`config.mk`:
```
export PLATFORM = sky130hd
export DESIGN_NAME = fetch_unit
export DESIGN_NICKNAME = d
export VERILOG_FILES = /design/src/rtl/fetch_unit.sv
export SDC_FILE = /design/constraint.sdc
export NUM_CORES = 1
export LEC_CHECK = 0
export CELL_PAD_IN_SITES_DETAIL_PLACEMENT = 0
export CELL_PAD_IN_SITES_GLOBAL_PLACEMENT = 1
export CORE_MARGIN = 2
export CORE_UTILIZATION = 36
export CTS_BUF_LIST = sky130_fd_sc_hd__clkbuf_16
export DETAILED_ROUTE_END_ITERATION = 7
export MAX_ROUTING_LAYER = met4
export PLACE_DENSITY_LB_ADDON = 0.1
export SETUP_SLACK_MARGIN = 0.4
export SYNTH_ARGS = -nofsm -noshare
export SYNTH_HDL_FRONTEND = slang
export SYNTH_SLANG_ARGS = --single-unit
```
`constraint.sdc`:
```
create_clock -name clk -period 2.9 [get_ports clk]
set_input_delay 0.29 -clock clk [delete_from_list [all_inputs] [get_ports clk]]
set_output_delay 0.29 -clock clk [all_outputs]
set_load 0.03 [all_outputs]
```
`src/rtl/fetch_unit.sv`:
```
// fetch_unit: PMP-gated instruction fetch with a DEPTH-entry valid/ready buffer.
// Defining FETCH_PERF_EN adds the perf_fetched / perf_stall saturating counters.
module fetch_unit #(
    parameter int                ADDR_W   = 8,
    parameter logic [ADDR_W-1:0] RESET_PC = '0,
    parameter int                DEPTH    = 2
) (
    input  logic              clk,
    input  logic              rst_n,
    output logic [ADDR_W-1:0] imem_addr,
    input  logic [31:0]       imem_instr,
    input  logic              pmp_x_ok,
    input  logic              redirect_valid,
    input  logic [ADDR_W-1:0] redirect_pc,
    output logic              out_valid,
    input  logic              out_ready,
    output logic [ADDR_W-1:0] out_pc,
    output logic [31:0]       out_instr,
    output logic              fault_valid,
    output logic [1:0]        fault_cause,
`ifdef FETCH_PERF_EN
    output logic [ADDR_W-1:0] fault_pc,
    output logic [15:0]       perf_fetched,
    output logic [15:0]       perf_stall
`else
    output logic [ADDR_W-1:0] fault_pc
`endif
);
    localparam int PW = $clog2(DEPTH);
    localparam int CW = $clog2(DEPTH + 1);

    typedef enum logic {RUN, HALT} state_t;

    state_t            state, state_nxt;
    logic [ADDR_W-1:0] pc;
    logic [PW-1:0]     rd_ptr, wr_ptr;
    logic [CW-1:0]     count;
    logic [ADDR_W-1:0] buf_pc [DEPTH];
    logic [31:0]       buf_instr [DEPTH];
    logic              pop, can_fetch, attempt, push, deny, misalign;

    assign imem_addr = pc;
    assign out_valid = count != '0;
    assign out_pc    = out_valid ? buf_pc[rd_ptr] : '0;
    assign out_instr = out_valid ? buf_instr[rd_ptr] : '0;
    assign pop       = out_valid & out_ready;
    assign can_fetch = (state == RUN) & ((count != CW'(DEPTH)) | pop);
    assign attempt   = can_fetch & ~redirect_valid;
    assign push      = attempt & pmp_x_ok;
    assign deny      = attempt & ~pmp_x_ok;
    assign misalign  = redirect_valid & (redirect_pc[1:0] != 2'b00);

    always_comb begin
        state_nxt = state;
        state_nxt = redirect_valid ? (misalign ? HALT : RUN) : (deny ? HALT : state);
    end

    always_ff @(posedge clk or negedge rst_n) begin
        if (!rst_n) state <= RUN;
        else        state <= state_nxt;
    end

    // A redirect flushes the buffer and drops any same-cycle pop or push.
    always_ff @(posedge clk or negedge rst_n) begin
        if (!rst_n) begin
            pc          <= RESET_PC;
            rd_ptr      <= '0;
            wr_ptr      <= '0;
            count       <= '0;
            fault_valid <= 1'b0;
            fault_cause <= 2'b00;
            fault_pc    <= '0;
        end else if (redirect_valid) begin
            pc          <= redirect_pc;
            rd_ptr      <= '0;
            wr_ptr      <= '0;
            count       <= '0;
            fault_valid <= misalign;
            fault_cause <= misalign ? 2'b10 : 2'b00;
            if (misalign) fault_pc <= redirect_pc;
        end else begin
            if (push) begin
                pc     <= pc + ADDR_W'(4);
                wr_ptr <= wr_ptr + PW'(1);
            end
            if (pop) rd_ptr <= rd_ptr + PW'(1);
            count <= count + CW'(push) - CW'(pop);
            if (deny) begin
                fault_valid <= 1'b1;
                fault_cause <= 2'b01;
                fault_pc    <= pc;
            end
        end
    end

    always_ff @(posedge clk) begin
        if (push) begin
            buf_pc[wr_ptr]    <= pc;
            buf_instr[wr_ptr] <= imem_instr;
        end
    end

`ifdef FETCH_PERF_EN
    always_ff @(posedge clk or negedge rst_n) begin
        if (!rst_n) begin
            perf_fetched <= '0;
            perf_stall   <= '0;
        end else begin
            if (push && perf_fetched != 16'hFFFF) perf_fetched <= perf_fetched + 16'd1;
            if (state == RUN && !can_fetch && perf_stall != 16'hFFFF) perf_stall <= perf_stall + 16'd1;
        end
    end
`endif
endmodule

```
==> summary.txt <==
Status
  • Status: completed

Cells and area
  • Post-Route Utilization: 0.5065
  • Layout cell share with drive strength beyond 1: 0.1026
  • Final Non-Filler Cells: 533
  • # nets final: 433
  • Area grow syn2layout: 38.21%
  • # diodes: 0

Global route
  • First-pass GRT wire length: 13,300 microns
  • Largest net degree at the start of global routing: 42
  • Tot GR Track Use: 0.1402
  • Grt total ovfl: 0
  • Antenna violations before repair: 0
  • Number of global-route vias before repair: 2,619

Pwr
  • Worst vdd ir: 416.2 uV
  • Pwr dens: 899.0 nW/um^2
  • Leak: 0.002012 uW

Die
  • IO Pins: 105
  • Row cnt: 39
  • Die area: 12,400 sq um
  • Initial Utilization: 0.3665
  • Die height: 111.4 microns
  • Chip width: 111.4 microns
  • Core area: 11,320 sq um

Critical path
  • Nature of the critical path startpoint: register
  • RR Startpoint: state$_DFFE_PN0P_
  • Crit end category: output port
  • WP data required: 2610 ps
  • Setup CP Type: register to output port
  • Worst Setup EP: out_pc[2]
  • CP arrival: 2090 ps
  • Reg2reg path depth: 7
  • Worst reg2reg path endpoint: count[0]$_DFF_PN0_
  • R2R Setup Slk: 850 ps
  • Crit path max fanout: 12
  • CP startpoint: rd_ptr$_DFFE_PN0P_

Drt
  • Routed Antenna Nets: 0
  • DR top layer: met4
  • Initial DRC Count: 137
  • Met3 WL: 382 microns
  • WL met1: 3713 microns
  • Initial DRT Pass Iterations: 5
  • WL per Instance: 15.31 microns
  • Routed wire length: 8162 microns
  • Routed vias/inst: 4.857
  • Vias: 2,589
  • DR WL met2: 3992 microns
  • DRC violations left: 0

STA
  • Max-slew violation count: 0
  • Hold WS: 311.8 ps
  • RSZ-0062 raised after global routing: no
  • Worst rel slew slack: 0.5225
  • Final Critical Period: 2378 ps
  • Worst Tran Pin Value: 706.6 ps
  • Final TNS setup: 0 ps
  • Fmax: 420.5 MHz
  • Layout Skew: 7.762 ps
  • Setup violators final: 0
  • Final Hold Viols: 0
  • Post-route clock period utilization: 0.8200

Synthesis
  • #FFs+latches synth: 103
  • Ranking of synthesized cells by area: edfxtp_1 (58%), dfrtp_1 (14%), mux2i_1 (9.9%), nor2_1 (4.3%), mux2_2 (3.0%)
  • EDFF count, synth: 80
  • Most common cell in the synthesized netlist: edfxtp_1
  • Top cell type's share of synthesized area: 0.5790
  • Area leader, netlist: edfxtp_1
  • Leading post-synthesis cells by instance count: edfxtp_1 (80), nor2_1 (48), mux2i_1 (41)
  • Synth Area per Inst: 15.09 sq um
  • Mapped Nets: 323
  • Synth warn: 0
  • Synth async-reset ratio: 0.2233
  • Cells after synthesis: 275
  • Sequential element share of the synthesized area: 0.7177
  • Synth cell types: 33
  • Top FF cell, synth: edfxtp_1
  • Synth Cell Area: 4149 sq um

Clock tree
  • Hold buffers post-CTS: 0
  • Post-CTS setup buffer count: 0
  • # clock sinks: 103
  • Clock Path Buffers: 2
  • Worst skew pair latency: 330 ps
  • Num CTS Buffers: 9
  • CTS tree: yes
  • Post-CTS resize count: 0
  • Worst-path clk slew: 70 ps
  • Root Buffer Master: clkbuf_16
  • CTS H-Tree Depth: 3

Placed design
  • Final HPWL DP: 5347 microns
  • Input/output buffers: 104
  • Placed cell count: 517
  • Routability congestion estimate from global placement: 0.7726

Hold path
  • Min-delay worst type: input pin to async pin

Run
  • Max-cap viol count: 0
state kept, by name, summed over array words and instances (netlist names):
name         flops
buf_instr       64
buf_pc          16
count            2
fault_cause      2
fault_pc         8
imem_addr        8
rd_ptr           1
state            1
wr_ptr           1
layout by cell type (no fill, tap or decap), drive strengths merged, types with 2 or more instances in the layout:
cell	synthesis	routed
a211o	2	2
a21oi	3	3
buf	6	7
clkbuf	6	9
clkdlybuf4s50	0	104
dfrtp	23	23
edfxtp	80	80
ha	3	3
inv	9	14
mux2	11	11
mux2i	41	41
nand2	7	7
nand2b	2	2
nand3	6	6
nor2	48	48
nor2b	4	4
nor3b	2	2
nor4	2	2
o211ai	2	2
o21ai	5	5
or3b	2	2
xor2	2	2
worst min-delay path by stage:
stage,slack [ps],end,depth (start not counted),start
finish,310,fault_pc[1]$_DFFE_PN0P_,2,rst_n
global route,340,fault_pc[1]$_DFFE_PN0P_,2,rst_n
CTS,310,fault_pc[1]$_DFFE_PN0P_,2,rst_n
detailed placement,490,fault_cause[0]$_DFFE_PN0P_,1,fault_cause[0]$_DFFE_PN0P_
global placement,490,buf_pc[0][0]$_DFFE_PP_,0,imem_addr[0]$_DFFE_PN0P_
floorplan,-6,count[0]$_DFF_PN0_,0,rst_n
area by class of cell:
type / instances / area (sq um)
flip-flops and latches: 103 / 2982
fillers: 1009 / 5587
repair buffers: 111 / 1144
well taps: 143 / 178.9
clock inverters: 7 / 71.32
multi-input cells: 151 / 1100
inverters: 9 / 33.78
clock buffers: 9 / 225.2
metal layers:
layer	up-vias	global-route usage
met4	0	0.04938
met3	7	0.02395
met5	-	-
met2	76	0.2252
met1	1285	0.1814
li1	1221	-
logic make-up after synthesis:
kind of cell	share of synthesized area
flip-flops	0.7177
XOR/XNOR	0.006334
adder cells (fa/ha/maj)	0.009048
AO/OA/AOI/OAI	0.02865
AND/OR/NAND/NOR	0.08866
buffers and inverters	0.02081
multiplexers	0.1288
critical path, stage by stage, from the launching register on:
cell and delay [ps]:
dfrtp_4 590, buf_4 240, mux2i_1 130, nor2_1 120
clkdlybuf4s50_1 680
report_power, final:
group | switching, uW | total (uW) | internal [uW]
combinational | 1230 | 2150 | 920
sequential | 111 | 1820 | 1710
clock | 512 | 1180 | 672
total | 1860 | 5160 | 3300
per-stage QoR:
stage,instance area (sq um),power (uW),setup slack (ps)
floorplan,4156,3096,666.1
global placement,5435,4029,551.5
detailed placement,5435,4037,497.7
CTS,5732,5232,444.0
global route,5734,5402,429.5
finish,5734,5155,521.9
(Power assumes the default switching activity.)
